<file path="src/rtl/dr32e_pkg.sv">
// Shared types and constants for the dr32e fetch path.
package dr32e_pkg;

    // One buffered memory response word together with its bus-error flag.
    typedef struct packed {
        logic [31:0] rdata;
        logic        err;
    } fetch_entry_t;

    // Low two bits of a halfword that mark the start of a 32-bit instruction.
    localparam logic [1:0] INSTR_32B = 2'b11;

endpackage

</file>
<file path="src/rtl/dr32e_fetch_fifo.sv">
// Instruction fetch buffer: stores word-aligned memory responses in a small
// circular buffer and hands out one re-aligned instruction (16- or 32-bit)
// per handshake, tracking the PC of the instruction at the head.
module dr32e_fetch_fifo
    import dr32e_pkg::*;
#(
    parameter int unsigned DEPTH    = 3,
    parameter logic [31:0] RESET_PC = 32'h0
) (
    input  logic        clk_i,
    input  logic        rst_i,
    input  logic        clear_i,
    input  logic [31:0] clear_addr_i,
    input  logic        in_valid_i,
    input  logic [31:0] in_rdata_i,
    input  logic        in_err_i,
    output logic        in_ready_o,
    output logic        out_valid_o,
    input  logic        out_ready_i,
    output logic [31:0] out_rdata_o,
    output logic [31:0] out_addr_o,
    output logic        out_is_comp_o,
    output logic        out_err_o,
    output logic        out_err_plus2_o,
    output logic        busy_o
);

    localparam int PW = (DEPTH > 1) ? $clog2(DEPTH) : 1;
    localparam int LW = $clog2(DEPTH + 1);

    fetch_entry_t   entry_reg [DEPTH];
    logic [PW-1:0]  rd_ptr_reg;
    logic [PW-1:0]  wr_ptr_reg;
    logic [LW-1:0]  level_reg;
    logic [31:0]    addr_reg;

    fetch_entry_t   entry0;
    fetch_entry_t   entry1;
    logic [PW-1:0]  rd_ptr_next;
    logic           offset;
    logic           level_ge1;
    logic           level_ge2;
    logic [15:0]    hw0;
    logic           comp;
    logic           push;
    logic           pop_fire;
    logic           pop_word;
    logic           err_first;
    logic           err_second;

    // Pointers wrap modulo DEPTH, which need not be a power of two.
    function automatic logic [PW-1:0] ptr_inc(input logic [PW-1:0] p);
        return (p == PW'(DEPTH - 1)) ? '0 : p + PW'(1);
    endfunction

    // Head decode: pick the current halfword, classify it and build the aligned instruction.
    always_comb begin
        rd_ptr_next = ptr_inc(rd_ptr_reg);
        entry0      = entry_reg[rd_ptr_reg];
        entry1      = entry_reg[rd_ptr_next];
        offset      = addr_reg[1];
        level_ge1   = (level_reg != '0);
        level_ge2   = (level_reg >= LW'(2));
        hw0         = offset ? entry0.rdata[31:16] : entry0.rdata[15:0];
        comp        = (hw0[1:0] != INSTR_32B);

        // An unaligned 32-bit instruction needs the next word unless the first already faulted.
        out_valid_o = level_ge1 && (comp || !offset || level_ge2 || entry0.err);

        if (comp) begin
            out_rdata_o = {16'h0, hw0};
        end else if (offset) begin
            out_rdata_o = {entry1.rdata[15:0], entry0.rdata[31:16]};
        end else begin
            out_rdata_o = entry0.rdata;
        end

        err_first       = level_ge1 && entry0.err;
        err_second      = level_ge2 && !comp && offset && entry1.err;
        out_err_o       = err_first || err_second;
        out_err_plus2_o = out_err_o && !err_first;
        out_is_comp_o   = comp;
        out_addr_o      = addr_reg;

        in_ready_o      = (level_reg < LW'(DEPTH));
        busy_o          = level_ge1;

        push            = in_valid_i && in_ready_o;
        pop_fire        = out_valid_o && out_ready_i;
        // A word retires unless we only consumed its lower compressed halfword.
        pop_word        = pop_fire && (!comp || offset);
    end

    // Pointer, level and PC bookkeeping; flush/retarget takes priority over traffic.
    always_ff @(posedge clk_i) begin
        if (rst_i) begin
            rd_ptr_reg <= '0;
            wr_ptr_reg <= '0;
            level_reg  <= '0;
            addr_reg   <= RESET_PC;
        end else if (clear_i) begin
            rd_ptr_reg <= '0;
            wr_ptr_reg <= '0;
            level_reg  <= '0;
            addr_reg   <= {clear_addr_i[31:1], 1'b0};
        end else begin
            if (push) begin
                wr_ptr_reg <= ptr_inc(wr_ptr_reg);
            end
            if (pop_word) begin
                rd_ptr_reg <= rd_ptr_next;
            end
            case ({push, pop_word})
                2'b10:   level_reg <= level_reg + LW'(1);
                2'b01:   level_reg <= level_reg - LW'(1);
                default: level_reg <= level_reg;
            endcase
            if (pop_fire) begin
                addr_reg <= addr_reg + (comp ? 32'd2 : 32'd4);
            end
        end
    end

    // Storage: write the accepted response word at the tail slot; entries never shift.
    always_ff @(posedge clk_i) begin
        if (rst_i) begin
            for (int i = 0; i < int'(DEPTH); i++) begin
                entry_reg[i] <= '0;
            end
        end else if (push && !clear_i) begin
            entry_reg[wr_ptr_reg] <= '{rdata: in_rdata_i, err: in_err_i};
        end
    end

    // Upstream must hold its response while the buffer is full.
    always_ff @(posedge clk_i) begin
        if (!rst_i && !clear_i) begin
            assert (!(in_valid_i && !in_ready_o));
        end
    end

endmodule

</file>
<file path="config.mk">
export PLATFORM = sky130hd
export DESIGN_NAME = dr32e_fetch_fifo
export DESIGN_NICKNAME = d
export VERILOG_FILES = /design/src/rtl/dr32e_pkg.sv /design/src/rtl/dr32e_fetch_fifo.sv
export SDC_FILE = /design/constraint.sdc
export NUM_CORES = 1
export LEC_CHECK = 0
export ABC_AREA = 1
export CELL_PAD_IN_SITES_DETAIL_PLACEMENT = 0
export CELL_PAD_IN_SITES_GLOBAL_PLACEMENT = 1
export CORE_MARGIN = 4
export CORE_UTILIZATION = 40
export DETAILED_ROUTE_END_ITERATION = 8
export HOLD_SLACK_MARGIN = 0.08
export PLACE_DENSITY = 0.9
export SLEW_MARGIN = 20
export SYNTH_ARGS = -nofsm -noshare
export SYNTH_HDL_FRONTEND = slang
export SYNTH_SLANG_ARGS = --single-unit
</file>
<file path="constraint.sdc">
create_clock -name clk_i -period 8.02 [get_ports clk_i]
set_clock_uncertainty 0.2 [all_clocks]
set_input_delay 2.406 -clock clk_i [delete_from_list [all_inputs] [get_ports clk_i]]
set_output_delay 2.406 -clock clk_i [all_outputs]
set_load 0.1 [all_outputs]
</file>
==> results.py <==
metrics = {
    "place": {
        "dpl_cell_area_mm2": 0.0106,
        "place_congestion": 0.888,
        "io_buffer_count": 137,
        "dp_hpwl_mm": 17.5,
    },
    "global_routing": {
        "overflow": 0,
        "antenna_found_initial": 1,
        "grt_pass1_vias": 7489,
        "grt_pass1_wl_mm": 41.2,
        "grtUsageTotal": 0.212,
        "grt_max_degree": 80,
    },
    "min_path": {
        "hp-class": "reg2reg",
    },
    "synthesis": {
        "synth_top_cell_area_share": 0.439,
        "synth_warnings": 0,
        "synthCells": 1106,
        "synth_flop_cell": "edfxtp_1",
        "synth_edf_count": 132,
        "ys_seq_area_frac": 0.525,
        "synth_nets": 1178,
        "synthArstFlopShare": 0,
        "synth_area_leaders": "edfxtp_1, nand2_1, dfxtp_1",
        "syn_area_mm2": 0.00904,
        "yosys.area.top_type": "edfxtp_1",
        "syn_area_per_cell_um2": 8.17,
        "netlist-cell-type-count": 41,
        "ys_ff_latch": 171,
    },
    "timing": {
        "fin_setup_tns_ps": 0,
        "worst_slew_pin_slew_ps": 1020,
        "fmax_ghz": 0.154,
        "rsz0062_at_grt": "false",
        "timing.final.hold_violations": 0,
        "fin_hold_ws_ps": 303,
        "setup_viol": 0,
        "drv_slew": 0,
        "period_share": 0.812,
        "period_needed_ps": 6510,
        "relSlewSlack": 0.315,
    },
    "worst_setup_path": {
        "critPathKind": "reg2out",
        "end_kind": "output pin",
        "start_kind": "flop",
        "arrival_ps": 3910,
        "crit_fanout": 16,
        "critPathRequiredTime_ps": 5410,
    },
    "routing": {
        "vias": 7945,
        "drt_iter0_drc": 642,
        "wl_per_cell_um": 17.5,
        "remaining_drc_errors": 0,
        "via_per_inst": 5.26,
        "drt_wl_total_mm": 26.4,
        "drtPass1Iterations": 5,
        "ant_nets": 0,
    },
    "floorplan": {
        "initial_core_util": 0.410,
        "chipHeight_um": 158,
        "core_area_mm2": 0.0220,
        "io_pins": 140,
        "num_rows": 54,
        "die_x_um": 158,
        "die_area_mm2": 0.0251,
    },
    "finish": {
        "design_area_mm2": 0.0112,
        "diodes": 0,
        "fillers": 2074,
        "drive_gt1_frac": 0.0617,
        "areaGrowthSynthToFinish_pct": 23.7,
        "area.sequential_mm2": 0.00475,
        "num-nets-final": 1290,
        "multi_input_area_mm2": 0.00355,
        "largest_reg_flops": 132,
    },
    "clock_network": {
        "htree_num_levels": 4,
        "clock-root-buffer": "clkbuf_16",
        "clk_latency_ps": 440,
        "cts_resized": 0,
        "holdBufCountCts": 0,
        "clk_pin_slew_ps": 70,
        "cts_tree": "yes",
        "cts_max_path_buffers": 2,
        "cts_buffers": 17,
        "clock_sinks": 171,
        "cts_setup_buffers": 0,
    },
    "power": {
        "power.leakage_nw": 4.46,
        "clockPowerShare": 0.366,
        "p_comb_frac": 0.180,
        "total_power_mw": 2.23,
        "p_per_area_mw_per_mm2": 199,
        "p_int_mw": 1.53,
        "power_switching_mw": 0.691,
        "switching_share": 0.311,
        "ir_worst_vdd_uv": 125,
        "p_seq_frac": 0.454,
    },
    "outcome": {
        "status": "completed",
    },
    "run": {
        "cap_violations": 0,
    },
}
[cell type report]
class,count,area share
inverter,122,0.0414
sequential,171,0.425
tap,280,0.0314
clock buffer,17,0.0381
clock inverter,15,0.0137
timing repair buffer,152,0.133
multi-input combinational,754,0.318
[path summary, 6_finish.rpt]
path | from | end | slack [ps] | cells after the start
worst max-delay path | rd_ptr_reg[0] | out_rdata_o[23] | 1510 | 5
worst min-delay path | level_reg[1] | level_reg[1] | 300 | 1
worst max register to register | flop | out_addr_o[21] | 4090 | 14
worst min register to register | level_reg[1] | level_reg[1] | 300 | 1
[worst max-delay path, cell delays in order (launching register included)]
cell	delay, ps
dfxtp_1	830
nor2_1	210
inv_1	590
o221ai_1	250
a211oi_1	380
clkdlybuf4s50_1	1210
[metal layers]
| layer | up-vias | global-route usage | routed length [µm] |
|---|---|---|---|
| met3 | 29 | 0.0397 | 1820 |
| met2 | 298 | 0.352 | 12900 |
| met5 | - | 0 | 13 |
| met1 | 3703 | 0.288 | 11200 |
| li1 | 3913 | - | - |
| met4 | 2 | 0.0585 | 432 |
[through the flow]
step	utilization	setup slack, ps	std cells
floorplan	-	294	1106
global placement	0.481	1950	1479
detailed placement	0.481	1990	1479
CTS	0.507	1520	1511
global route	0.507	1260	1511
finish	0.507	1510	1511
[cells in the final DEF, fill, tap and decap left out, types with 4 or more instances in the layout]
master,Yosys,final
nand2_1,259,259
inv_1,117,117
o21ai_0,32,32
a211oi_1,14,14
nand2_2,6,6
nand3b_1,4,4
nand4_1,8,8
xnor2_1,4,4
nor3_1,12,12
nand3_1,133,133
o221ai_1,16,16
inv_8,0,4
clkbuf_16,0,17
inv_2,4,4
nand3_2,5,5
nor2_4,4,4
edfxtp_1,132,132
inv_6,1,6
buf_4,3,15
nor2_1,151,151
o21ai_1,11,11
dfxtp_1,39,38
a21oi_1,68,68
clkdlybuf4s50_1,0,137
[cells in the mapped netlist, types with 2 or more instances]
cell,count
a211oi_1,14
a21oi_1,68
a31oi_1,3
buf_1,9
buf_2,3
buf_4,3
buf_6,6
clkbuf_1,38
dfxtp_1,39
edfxtp_1,132
ha_1,2
inv_1,117
inv_2,4
nand2_1,259
nand2_2,6
nand2_4,3
nand3_1,133
nand3_2,5
nand3b_1,4
nand4_1,8
nor2_1,151
nor2_2,3
nor2_4,4
nor3_1,12
nor4_1,4
o21ai_0,32
o21ai_1,11
o221ai_1,16
xnor2_1,4
xor2_1,2
[cell families (layout without fill, tap and decap cells)]
family | Yosys count | count (layout) | synth area share
and+or+nand+nor | 598 | 598 | 0.290
buffers and inverters | 181 | 306 | 0.0824
DFF | 171 | 171 | 0.525
AOI/OAI and AO/OA | 147 | 147 | 0.0937
xor gates and xnor gates | 6 | 6 | 0.00582
adders and majority gates | 2 | 2 | 0.00277
other | 1 | 1 | 0.000415
[power by group through the flow]
stage | logic [mW] | clock network [mW] | registers, mW
2_1_floorplan | 0.216 | 0 | 1.09
3_3_place_gp | 0.398 | 0 | 1.03
3_5_place_dp | 0.400 | 0 | 1.03
4_1_cts | 0.402 | 0.822 | 1.01
5_1_grt | 0.425 | 0.860 | 1.02
6_report | 0.400 | 0.814 | 1.01
Power figures use the tool's default switching activity.
